**src/rtl/load_store_unit.sv**
```systemverilog
// Load/store unit: decodes RV32 loads/stores, issues one data-memory bus access
// guarded by an ack timeout, and returns the extended load result with a done pulse.
//   state | meaning
//   IDLE  | waiting for a load/store; stalls the core combinationally on accept
//   BUSY  | bus request held stable until mem_ack or timeout
//   DONE  | one-cycle completion: done pulse, lsu_err on any failure
module load_store_unit #(
  parameter int unsigned MAX_WAIT = 15
) (
  input  logic        clk,
  input  logic        rst,
  input  logic        valid,
  input  logic [6:0]  opcode,
  input  logic [2:0]  fun3,
  input  logic [31:0] Alu_out,
  input  logic [31:0] readData2,
  output logic        stall,
  output logic [31:0] load_data,
  output logic        done,
  output logic        lsu_err,
  output logic        mem_req,
  output logic        mem_we,
  output logic [31:0] mem_addr,
  output logic [31:0] mem_wdata,
  output logic [3:0]  mem_be,
  input  logic [31:0] mem_rdata,
  input  logic        mem_ack
);

  localparam logic [6:0] OP_LOAD  = 7'b0000011;
  localparam logic [6:0] OP_STORE = 7'b0100011;

  typedef enum logic [1:0] {IDLE, BUSY, DONE} state_t;

  state_t      r_state;
  state_t      w_next;
  logic [7:0]  r_cnt;
  logic        r_err;
  logic        r_is_load;
  logic [2:0]  r_fun3;
  logic [1:0]  r_lane;
  logic [31:0] r_load_data;
  logic        r_mem_req;
  logic        r_mem_we;
  logic [31:0] r_mem_addr;
  logic [31:0] r_mem_wdata;
  logic [3:0]  r_mem_be;

  logic        w_is_load;
  logic        w_is_store;
  logic        w_accept;
  logic        w_illegal;
  logic        w_misalign;
  logic        w_bad;
  logic        w_timeout;
  logic [3:0]  w_be;
  logic [31:0] w_wdata;
  logic [31:0] w_shift;
  logic [31:0] w_extract;

  assign w_is_load  = (opcode == OP_LOAD);
  assign w_is_store = (opcode == OP_STORE);
  assign w_accept   = (r_state == IDLE) && valid && (w_is_load || w_is_store);

  // Loads allow 000/001/010/100/101; stores allow only 000/001/010.
  assign w_illegal  = w_is_load ? ((fun3 == 3'b011) || (fun3[2:1] == 2'b11))
                                : (fun3 >= 3'b011);
  assign w_misalign = ((fun3[1:0] == 2'b01) && Alu_out[0]) ||
                      ((fun3[1:0] == 2'b10) && (Alu_out[1:0] != 2'b00));
  assign w_bad      = w_illegal || w_misalign;
  assign w_timeout  = (r_cnt == 8'(MAX_WAIT - 1));

  always_comb begin
    w_be    = 4'b1111;
    w_wdata = readData2;
    case (fun3[1:0])
      2'b00: begin
        w_be    = 4'b0001 << Alu_out[1:0];
        w_wdata = {4{readData2[7:0]}};
      end
      2'b01: begin
        w_be    = 4'b0011 << Alu_out[1:0];
        w_wdata = {2{readData2[15:0]}};
      end
      default: ;
    endcase
  end

  assign w_shift = mem_rdata >> {r_lane, 3'b000};

  always_comb begin
    w_extract = w_shift;
    case (r_fun3)
      3'b000:  w_extract = {{24{w_shift[7]}}, w_shift[7:0]};
      3'b100:  w_extract = {24'd0, w_shift[7:0]};
      3'b001:  w_extract = {{16{w_shift[15]}}, w_shift[15:0]};
      3'b101:  w_extract = {16'd0, w_shift[15:0]};
      default: w_extract = w_shift;
    endcase
  end

  always_ff @(posedge clk or posedge rst) begin
    if (rst) r_state <= IDLE;
    else     r_state <= w_next;
  end

  always_comb begin
    w_next  = r_state;
    stall   = 1'b0;
    done    = 1'b0;
    lsu_err = 1'b0;
    case (r_state)
      IDLE: begin
        if (w_accept) begin
          stall  = !rst;
          w_next = w_bad ? DONE : BUSY;
        end
      end
      BUSY: begin
        stall = 1'b1;
        if (mem_ack || w_timeout) w_next = DONE;
      end
      DONE: begin
        done    = 1'b1;
        lsu_err = r_err;
        w_next  = IDLE;
      end
      default: w_next = IDLE;
    endcase
  end

  always_ff @(posedge clk or posedge rst) begin
    if (rst) begin
      r_cnt       <= 8'd0;
      r_err       <= 1'b0;
      r_is_load   <= 1'b0;
      r_fun3      <= 3'd0;
      r_lane      <= 2'd0;
      r_load_data <= 32'd0;
      r_mem_req   <= 1'b0;
      r_mem_we    <= 1'b0;
      r_mem_addr  <= 32'd0;
      r_mem_wdata <= 32'd0;
      r_mem_be    <= 4'd0;
    end else begin
      case (r_state)
        IDLE: begin
          if (w_accept) begin
            r_fun3      <= fun3;
            r_lane      <= Alu_out[1:0];
            r_is_load   <= w_is_load;
            r_cnt       <= 8'd0;
            r_load_data <= 32'd0;
            r_err       <= w_bad;
            if (!w_bad) begin
              r_mem_req   <= 1'b1;
              r_mem_we    <= w_is_store;
              r_mem_addr  <= {Alu_out[31:2], 2'b00};
              r_mem_be    <= w_be;
              r_mem_wdata <= w_wdata;
            end
          end
        end
        BUSY: begin
          // Ack in the final counted cycle takes priority over the timeout.
          if (mem_ack || w_timeout) begin
            r_mem_req   <= 1'b0;
            r_mem_we    <= 1'b0;
            r_mem_be    <= 4'd0;
            r_err       <= !mem_ack;
            r_load_data <= (mem_ack && r_is_load) ? w_extract : 32'd0;
          end else begin
            r_cnt <= r_cnt + 8'd1;
          end
        end
        DONE: begin
          r_err       <= 1'b0;
          r_load_data <= 32'd0;
        end
        default: ;
      endcase
    end
  end

  assign load_data = r_load_data;
  assign mem_req   = r_mem_req;
  assign mem_we    = r_mem_we;
  assign mem_addr  = r_mem_addr;
  assign mem_wdata = r_mem_wdata;
  assign mem_be    = r_mem_be;

endmodule

```
**config.mk**
```make
export PLATFORM = sky130hd
export DESIGN_NAME = load_store_unit
export DESIGN_NICKNAME = d
export VERILOG_FILES = /design/src/rtl/load_store_unit.sv
export SDC_FILE = /design/constraint.sdc
export NUM_CORES = 1
export LEC_CHECK = 0
export CORE_ASPECT_RATIO = 0.9
export CORE_MARGIN = 2
export CORE_UTILIZATION = 45
export CTS_CLUSTER_SIZE = 16
export DETAILED_ROUTE_END_ITERATION = 12
export PLACE_DENSITY = 0.81
export SYNTH_ARGS = -nofsm -noshare
export SYNTH_HDL_FRONTEND = slang
export SYNTH_SLANG_ARGS = --single-unit
export TNS_END_PERCENT = 30
```
**constraint.sdc**
```tcl
create_clock -name clk -period 4.5 [get_ports clk]
set_input_delay 0.675 -clock clk [delete_from_list [all_inputs] [get_ports clk]]
set_output_delay 0.675 -clock clk [all_outputs]
set_load 0.01 [all_outputs]
```
==> results of run 1 <==
-- flip-flops by register name, indices dropped and copies added, names as in the netlist --
name	flops
load_data	32
mem_addr	30
mem_be	4
mem_req	1
mem_wdata	32
mem_we	1
r_cnt	8
r_err	1
r_fun3	3
r_is_load	1
r_lane	2
r_state	2
-- power by group through the flow --
stage	Combinational, W	Sequential, W	Clock [W]
global placement	0.000721	0.00122	0
global route	0.000816	0.00123	0.00124
finish	0.000739	0.00122	0.00117
floorplan	0.000458	0.00122	0
detailed placement	0.000735	0.00123	0
CTS	0.000744	0.00122	0.00119
-- cells in the final DEF, fill, tap and decap left out, types with 3 or more instances in the layout --
master	n
o21ai_0	21
a211oi_1	6
a21oi_1	23
clkinv_2	4
nand3_1	4
inv_1	7
clkbuf_1	4
xnor2_1	6
o21ai_1	27
clkbuf_16	17
mux2_2	6
nor2b_1	9
clkdlybuf4s50_1	212
buf_4	6
clkbuf_8	3
ha_1	6
a22o_1	27
mux2i_1	41
dfrtp_1	117
mux2_1	38
a32o_1	7
nor2_1	28
a211o_1	7
nand2_1	56
-- layer usage --
| metal | track usage [%] | part of all wire [%] |
|---|---|---|
| met3 | 7.736 | 7.6 |
| met2 | 37.55 | 48 |
| met1 | 30.32 | 43 |
| met5 | 0 | 0 |
| met4 | 6.591 | 1.7 |
-- tightest hold or removal path, delay by kind of cell, from the launching register on --
kind             cells  cell delay [ps]
flip-flops           1              330
AO/OA/AOI/OAI        1               60
AND/OR/NAND/NOR      1               50
-- worst min-delay path by stage --
stage,end,cells after the start
after detailed placement,r_err,2
after global routing,mem_wdata[28],2
after global placement,mem_wdata[28],2
final,mem_wdata[26],2
after CTS,mem_wdata[19],2
after floorplan,r_err,2
-- logic make-up after synthesis --
family / count (synthesis)
buf+inv: 46
mux: 86
compound gates: 134
simple gates: 117
other cells: 1
flops: 117
fa+ha+maj: 6
xor+xnor: 6
-- area by class of cell --
class,instances,area [µm²]
inverter,8,32.53
multi-input combinational,351,2582
sequential,117,2928
tap,164,205.2
fill,959,4214
clock buffer,24,481.7
clock inverter,5,27.53
timing repair buffer,218,2167
-- metrics by stage --
| stage | hold WS, ps | total power (W) | worst slack [ps] | cell area, µm² | util (%) |
|---|---|---|---|---|---|
| 5_1_grt | 500.6 | 0.003286 | 901.0 | 8424 | 66.66 |
| 3_3_place_gp | 467.6 | 0.001946 | 1180 | 7915 | 62.63 |
| 2_1_floorplan | 448.5 | 0.001677 | 724.2 | 5787 | - |
| 3_5_place_dp | 475.8 | 0.001968 | 1144 | 7915 | 62.63 |
| 6_report | 481.9 | 0.003126 | 1099 | 8424 | 66.66 |
| 4_1_cts | 487.2 | 0.003149 | 1108 | 8424 | 66.66 |
==> qor.csv, run 1 <==
stage,metric,value,unit
status,outcome,"complete, no violations",
floorplanning,Rows,39,
cts,clk slew on worst S/H paths,50,ps
cts,# resized after CTS,0,
cells_and_area,final cell count without fillers,887,
global_route,global route overflow,0,
power,maximum VDD drop,0.3198,mV
cells_and_area,Antenna Cells,0,
critical_path,Crit Path Category,input pin to output port,
yosys,Synth Area in Simple Gates,9.779,%
cts,Clock Tree Buf Depth,2,
global_route,total global-route track usage,23.42,%
drt,wire per inst,17.51,µm
cells_and_area,layout cell share with drive strength beyond 1,7.469,%
power,Switching Power,0.0009104,W
critical_path,flop-to-flop setup slack,1620,ps
sta,clock skew,6.783,ps
worst_hold_path,min-delay src,mem_wdata[26],
yosys,Post-synth EDFFs,0,
cts,Root Driver,clkbuf_16,
drt,post-route ant nets,0,
yosys,cell taking the most area after synthesis,dfrtp_1,
yosys,sequential fraction of the synthesis area,50.63,%
cts,CTS tree,yes,
critical_path,RR Startpoint,r_state[1],
floorplanning,Initial Util,45.76,%
cts,Worst-Skew Late Latency,410,ps
yosys,multiplexer share of the synthesized area,16.05,%
yosys,"FF+latch count, synth",117,
power,Reg power frac,38.9,%
critical_path,Critical Path RT,3830,ps
yosys,post-synth top area share,50.63,%
floorplanning,die area,0.01378,mm²
power,sw frac,29.13,%
flow_run,max cap viols,0,
yosys,top post-synthesis cells by count,"117 x dfrtp_1, 56 x nand2_1, 41 x mux2i_1",
power,Clk pwr share,37.4,%
power,pwr/cell area,371.0,mW/mm²
critical_path,Critical Path Max Stage Delay,580,ps
cts,"Setup Fix Bufs, Post-CTS",0,
yosys,Netlist cell types,55,
critical_path,Register-to-Register Path Depth,6,
cts,cts bufs inserted,17,
yosys,most frequent cell after synthesis,dfrtp_1,
sta,crit share post-route,75.58,%
cts,Num Clock Sinks,117,
critical_path,CP bufs+invs,2,
floorplanning,die span in y,111.5,µm
sta,Fmax achieved,0.2940,GHz
sta,crit path time final,3401,ps
sta,Slew HR,20.58,%
cells_and_area,Area Growth Syn to Fin,45.67,%
sta,worst-margin pin slew,1191,ps
drt,Remaining DRCs,0,
global_route,first-pass GRT wire length,25.23,mm
critical_path,CP endpoint kind,output port,
critical_path,startpoint types,input pin,
critical_path,worst-path cell chain,clkdlybuf4s50_1 > and4bb_1 > nand4_2 > o31ai_1 > clkdlybuf4s50_1,
critical_path,"most used cell, CP",clkdlybuf4s50_1,
place,PortBufs,212,
sta,Max Transition Viols Final,0,
sta,final setup vio count,0,
drt,number of vias per cell,5.415,
critical_path,WP data arrival,2730,ps
critical_path,Slowest cell on crit path,clkdlybuf4s50_1,
drt,drt pass-1 iters,4,
global_route,initial antenna violation count,0,
yosys,ys async rst share,100.0,%
critical_path,"critical path fanouts, max",9,
drt,DR vias,4803,
yosys,Mapped Cells,513,
sta,final hold vios,0,
critical_path,Crit path depth,5,
critical_path,Reg2Reg Capture Point,load_data[23],
power,P_int,0.002215,W
sta,Post-Route Setup TNS,0,ps
cts,hold_buf cts,0,
yosys,Yosys warnings,0,
cells_and_area,Final nets,829,
place,placed wire-length estimate,11.11,mm
place,DP Cell Count,858,
drt,Initial DRC Count,240,
worst_hold_path,min-delay worst type,register to register,
floorplanning,Top Ports,215,
yosys,post-synthesis adder-cell area fraction,1.298,%
sta,RSZ-0062 raised after global routing,false,
global_route,pin count of the biggest net entering global routing,76,
floorplanning,Core Region,0.01264,mm²
drt,final wirelength,15.53,mm
place,Routability Congestion,0.8795,
yosys,top post-synthesis cells by area,"dfrtp_1 51%, mux2_1 7.4%, mux2i_1 7.1%",
floorplanning,die width,123.5,µm
power,combinational share of power,23.7,%
yosys,largest family of logic cells by synthesized area,compound AO/OA/AOI/OAI gates,
yosys,syn_area_per_cell,11.27,µm²
global_route,vias in the first global route,5027,
critical_path,Critical Path End,stall,
power,Lkg Pwr,3.733,nW
critical_path,Worst setup startpoint,opcode[2],
yosys,Synth Area in Compound Gates,16.49,%
yosys,Synth Area in XOR/XNOR,0.9087,%
critical_path,"delay-heaviest family, CP",buffers and inverters,
yosys,Mapped Area,0.005783,mm²
yosys,prevailing post-synth register cell,dfrtp_1,
cts,CTS H-tree lvls,4,
Note: power is estimated with default switching activity, not from simulation.
==> run 2, diff against run 1 <==
clock period = 3.2 ns   (was 4.5 ns; I/O delays follow)
==> run 2 against run 1 <==
  * Final area grew 0.85%
  * Final cell count grew 0.34%
  * Setup slack worse by 700 ps
  * Sequential share of layout area is 0.29 points lower
  * Wire length is 2.8% lower
  * Global-route usage shrank 0.78 points
  * Critical path depth stayed put
  * Clock skew fell by 1.5 ps
  * Combinational power up 42%
  * Register-to-register slack got worse by 830 ps
  * Non-clock buffer count up 3
  * Highest routed layer unchanged
==> qor.csv, run 2 (same netlist as run 1, synthesis figures left out) <==
stage,metric,value,unit
floorplanning,Rows,39,
cts,Root Driver,clkbuf_16,
floorplanning,Top Ports,215,
drt,number of vias per cell,5.338,
critical_path,Critical Path Max Stage Delay,580,ps
drt,DR vias,4751,
global_route,initial antenna violation count,0,
flow_run,max cap viols,0,
cells_and_area,"most common cell after layout, fill and taps aside",clkdlybuf4s50_1,
critical_path,WP data arrival,2320,ps
critical_path,Worst setup startpoint,r_state[1],
cells_and_area,Area Growth Syn to Fin,46.91,%
drt,wire per inst,16.96,µm
cts,"Setup Fix Bufs, Post-CTS",0,
place,placed wire-length estimate,11.08,mm
floorplanning,die width,123.5,µm
cts,CTS tree,yes,
cells_and_area,layout cell share with drive strength beyond 1,7.989,%
sta,worst-margin pin slew,1015,ps
sta,Min Hold Slack,387.9,ps
sta,Post-Route Setup TNS,0,ps
critical_path,flop-to-flop setup slack,790,ps
critical_path,Crit Path Category,register to output port,
cts,clk slew on worst S/H paths,50,ps
critical_path,CP endpoint kind,output port,
cts,Worst-Skew Late Latency,400,ps
cells_and_area,Register Area,0.002928,mm²
cells_and_area,fill cell count,946,
global_route,pin count of the biggest net entering global routing,88,
cells_and_area,Final nets,832,
floorplanning,Core Region,0.01264,mm²
sta,Slew HR,32.35,%
critical_path,"most used cell, CP",inv_1,
cells_and_area,Antenna Cells,0,
sta,RSZ-0062 raised after global routing,false,
drt,Initial DRC Count,284,
sta,crit path time final,2803,ps
global_route,first-pass GRT wire length,24.18,mm
cts,# resized after CTS,0,
place,PortBufs,212,
place,Routability Congestion,0.8709,
sta,final hold vios,0,
drt,Remaining DRCs,0,
cells_and_area,Multi-input gate area,0.002585,mm²
floorplanning,die span in y,111.5,µm
critical_path,Register-to-Register Path Depth,7,
cts,Num Clock Sinks,117,
critical_path,Reg2Reg Capture Point,load_data[19],
global_route,global route overflow,0,
drt,post-route ant nets,0,
critical_path,worst-path cell chain,inv_1 > ha_1 > inv_1 > o31ai_1 > clkdlybuf4s50_1,
sta,Max Transition Viols Final,0,
floorplanning,Initial Util,45.76,%
cts,Clock Tree Buf Depth,2,
power,Lkg Pwr,3.770,nW
drt,final wirelength,15.10,mm
cells_and_area,Util after Layout,67.22,%
global_route,total global-route track usage,22.64,%
cells_and_area,"commonest non-fill, non-tap cells in the layout","212 x clkdlybuf4s50_1, 117 x dfrtp_1, 56 x nand2_1, 41 x mux2i_1, 38 x mux2_1",
power,pwr/cell area,529.6,mW/mm²
power,maximum VDD drop,0.3328,mV
floorplanning,die area,0.01378,mm²
critical_path,RR Startpoint,r_state[1],
cts,CTS H-tree lvls,4,
drt,drt pass-1 iters,4,
sta,crit share post-route,87.61,%
critical_path,"critical path fanouts, max",12,
critical_path,startpoint types,register,
sta,clock skew,5.295,ps
sta,final setup vio count,0,
cts,cts bufs inserted,17,
worst_hold_path,min-delay worst type,input pin to async pin,
critical_path,Critical Path End,stall,
global_route,vias in the first global route,4725,
cts,hold_buf cts,0,
status,outcome,"complete, no violations",
critical_path,Slowest cell on crit path,clkdlybuf4s50_1,
critical_path,Critical Path RT,2720,ps
sta,Fmax achieved,0.3567,GHz
-- run 2: cell types whose count changed in the layout (fill, tap and decap cells not counted), sizes merged --
| cell | change |
|---|---|
| buf | +3 |
| bufinv | +1 |
| inv | -1 |
-- run 2: cell type report --
cell class              instances  area share (%)
clock buffers                  24           5.788
clock inverters                 5          0.5891
inverters                       8          0.3976
multi-input cells             351           30.43
flip-flops and latches        117           34.46
well taps                     164           2.415
repair buffers                221           25.92
-- run 2: per-stage QoR --
stage	area [µm²]	worst slack, ps	std cells	power [W]
after CTS	8496	379.8	890	0.004530
after global placement	7954	460.5	861	0.002748
after floorplan	5791	1225	514	0.002359
after global routing	8496	259.6	890	0.004730
after detailed placement	7954	376.1	861	0.002782
final	8496	396.5	890	0.004499
-- run 2: how the worst min path moves through the flow --
stage          slack (ps)  depth (start not counted)             to
6_report              390                          2         mem_we
5_1_grt               370                          2         mem_we
4_1_cts               370                          2        mem_req
3_5_place_dp          480                          2  mem_wdata[24]
3_3_place_gp          470                          2  mem_wdata[11]
2_1_floorplan         450                          2          r_err
-- run 2: where the power goes --
part	internal [W]	leakage, nW	switching (W)	total (W)
registers	0.00159	1.62	0.000129	0.00172
logic	0.000508	1.88	0.000539	0.00105
clock network	0.00113	0.272	0.000602	0.00173
total	0.00323	3.77	0.00127	0.00450
-- run 2: critical path: cells and delay by family, from the launching register on --
kind,cells,cell delay (ps)
buffers and inverters,3,890
adder cells (fa/ha/maj),1,500
flip-flops,1,400
AO/OA/AOI/OAI,1,120
-- run 2: routing by layer --
metal | part of all wire, % | GRT usage [%] | vias up
li1 | - | - | 2249
met1 | 44 | 30.39 | 2283
met2 | 47 | 34.87 | 197
met3 | 7.5 | 6.148 | 22
met4 | 1.6 | 8.864 | 0
met5 | 0 | 0 | -
==> run 3, diff against run 2 <==
CORE_UTILIZATION = 46   (was 45)
CTS_BUF_LIST = sky130_fd_sc_hd__clkbuf_8   (was default)
PLACE_DENSITY = 0.83   (was 0.81)
RECOVER_POWER = 50   (was default)
==> run 3 against run 2 <==
  * The run now ends with max-capacitance violations, max-slew violations left
  * Sequential cell count stayed put
  * Global-route usage up 1.5 points
  * Via count rose by 2.3%
  * Final area decreased by 1.4%
  * Critical path depth is the same
  * Critical path type unchanged
  * Critical endpoint unchanged
==> qor.csv, run 3 (same netlist as run 1, synthesis figures left out) <==
stage,metric,value,unit
drt,Initial DRC Count,402,
cts,hold_buf cts,0,
drt,Remaining DRCs,0,
cts,CTS tree,yes,
power,Lkg Pwr,3.877,nW
drt,DR vias,4858,
sta,Post-Route Setup TNS,0,ps
place,PortBufs,212,
power,total power,0.004315,W
global_route,first-pass GRT wire length,24.94,mm
critical_path,WP data arrival,2340,ps
sta,RSZ-0062 raised after global routing,false,
global_route,vias in the first global route,4744,
critical_path,CP endpoint kind,output port,
flow_run,max cap viols,1,
drt,number of vias per cell,5.477,
global_route,pin count of the biggest net entering global routing,118,
drt,post-route ant nets,0,
global_route,global route overflow,0,
floorplanning,die area,0.01349,mm²
floorplanning,Top Ports,215,
worst_hold_path,min-delay worst type,register to register,
floorplanning,die width,122.2,µm
cells_and_area,Final nets,830,
power,maximum VDD drop,0.5672,mV
cts,CTS H-tree lvls,4,
drt,final wirelength,15.85,mm
sta,final hold vios,0,
sta,worst-margin pin slew,1615,ps
drt,drt pass-1 iters,5,
cells_and_area,"commonest non-fill, non-tap cells in the layout","166 x clkdlybuf4s50_1, 117 x dfrtp_1, 56 x nand2_1, 46 x dlygate4sd3_1, 41 x mux2i_1",
cts,Num Clock Sinks,117,
sta,clock skew,8.210,ps
cts,Root Driver,clkbuf_8,
critical_path,startpoint types,register,
drt,wire per inst,17.87,µm
cts,cts bufs inserted,17,
global_route,initial antenna violation count,0,
cts,Clock Tree Buf Depth,2,
global_route,total global-route track usage,24.14,%
floorplanning,Initial Util,47.51,%
sta,Max Transition Viols Final,118,
cts,clk slew on worst S/H paths,70,ps
critical_path,Critical Path RT,2720,ps
cts,"Setup Fix Bufs, Post-CTS",0,
power,pwr/cell area,515.1,mW/mm²
status,outcome,"finished, violations left",
place,placed wire-length estimate,11.36,mm
floorplanning,die span in y,110.4,µm
cts,Worst-Skew Late Latency,440,ps
floorplanning,Rows,38,
cells_and_area,layout cell share with drive strength beyond 1,7.978,%
critical_path,Crit Path Category,register to output port,
place,Routability Congestion,0.8536,
sta,crit path time final,2815,ps
sta,final setup vio count,0,
sta,Slew HR,-7.665,%
cts,# resized after CTS,0,
sta,Min Hold Slack,484.7,ps
status,violated checks,"max-capacitance violations, max-slew violations",
critical_path,"critical path fanouts, max",12,
cells_and_area,"most common cell after layout, fill and taps aside",clkdlybuf4s50_1,
floorplanning,Core Region,0.01217,mm²
sta,crit share post-route,87.98,%
cells_and_area,Area Growth Syn to Fin,44.85,%
cells_and_area,Antenna Cells,0,
cells_and_area,fill cell count,902,
sta,Fmax achieved,0.3552,GHz
[run 3: cell types whose count changed in the layout (fill, tap and decap cells not counted), sizes merged]
| cell | before | now |
|---|---|---|
| buf | 9 | 5 |
| bufinv | 1 | 5 |
| clkbuf | 24 | 22 |
| clkdlybuf4s50 | 212 | 166 |
| clkinv | 4 | 3 |
| clkinvlp | 1 | 2 |
| dlygate4sd3 | 0 | 46 |
| inv | 7 | 10 |
[run 3: final cells by class]
type,count,area [µm²],area share (%)
Inverter,8,33.78,0.4033
Clock buffer,20,275.3,3.286
Tap cell,160,200.2,2.390
Clock inverter,12,183.9,2.196
Sequential cell,117,2928,34.95
Multi-Input combinational cell,351,2585,30.86
Timing Repair Buffer,219,2171,25.91
[run 3: worst paths after layout]
check | cells past startpoint | from | end | slack [ps]
min in group asynchronous | 3 | rst | r_is_load | 1090
max reg2reg | 7 | r_state[1] | load_data[19] | 820
min reg2reg | 1 | mem_addr[7] | mem_addr[7] | 480
min | 1 | mem_addr[7] | mem_addr[7] | 480
max | 5 | r_state[1] | stall | 380
max in group asynchronous | 3 | rst | mem_be[0] | 1040
[run 3: critical path, cell delays in order, from the launching register on]
cell,delay [ps]
dfrtp_1,410
inv_1,100
ha_1,490
inv_1,210
o31ai_1,110
clkdlybuf4s50_1,580
[run 3: stage by stage]
step / instance area [µm²] / std cells / utilization (%) / setup WS [ps]
floorplan: 5791 / 514 / - / 1225
global placement: 7934 / 855 / 65.18 / 458.2
detailed placement: 7934 / 855 / 65.18 / 345.0
CTS: 8393 / 887 / 68.96 / 364.2
global route: 8377 / 887 / 68.82 / 262.8
finish: 8377 / 887 / 68.82 / 384.6
[run 3: per-layer routing]
layer / vias up / track usage [%] / routed length [µm]
met5: - / 0 / 0
met4: 0 / 7.471 / 184
met3: 16 / 6.224 / 1134
met2: 208 / 39.47 / 7739
met1: 2385 / 31.74 / 6789
li1: 2249 / - / -
[run 3: power breakdown]
group	leakage (nW)	internal (W)	switching (W)
logic	2.02	0.000491	0.000543
clock network	0.242	0.000977	0.000589
registers	1.62	0.00159	0.000125
total	3.88	0.00306	0.00126
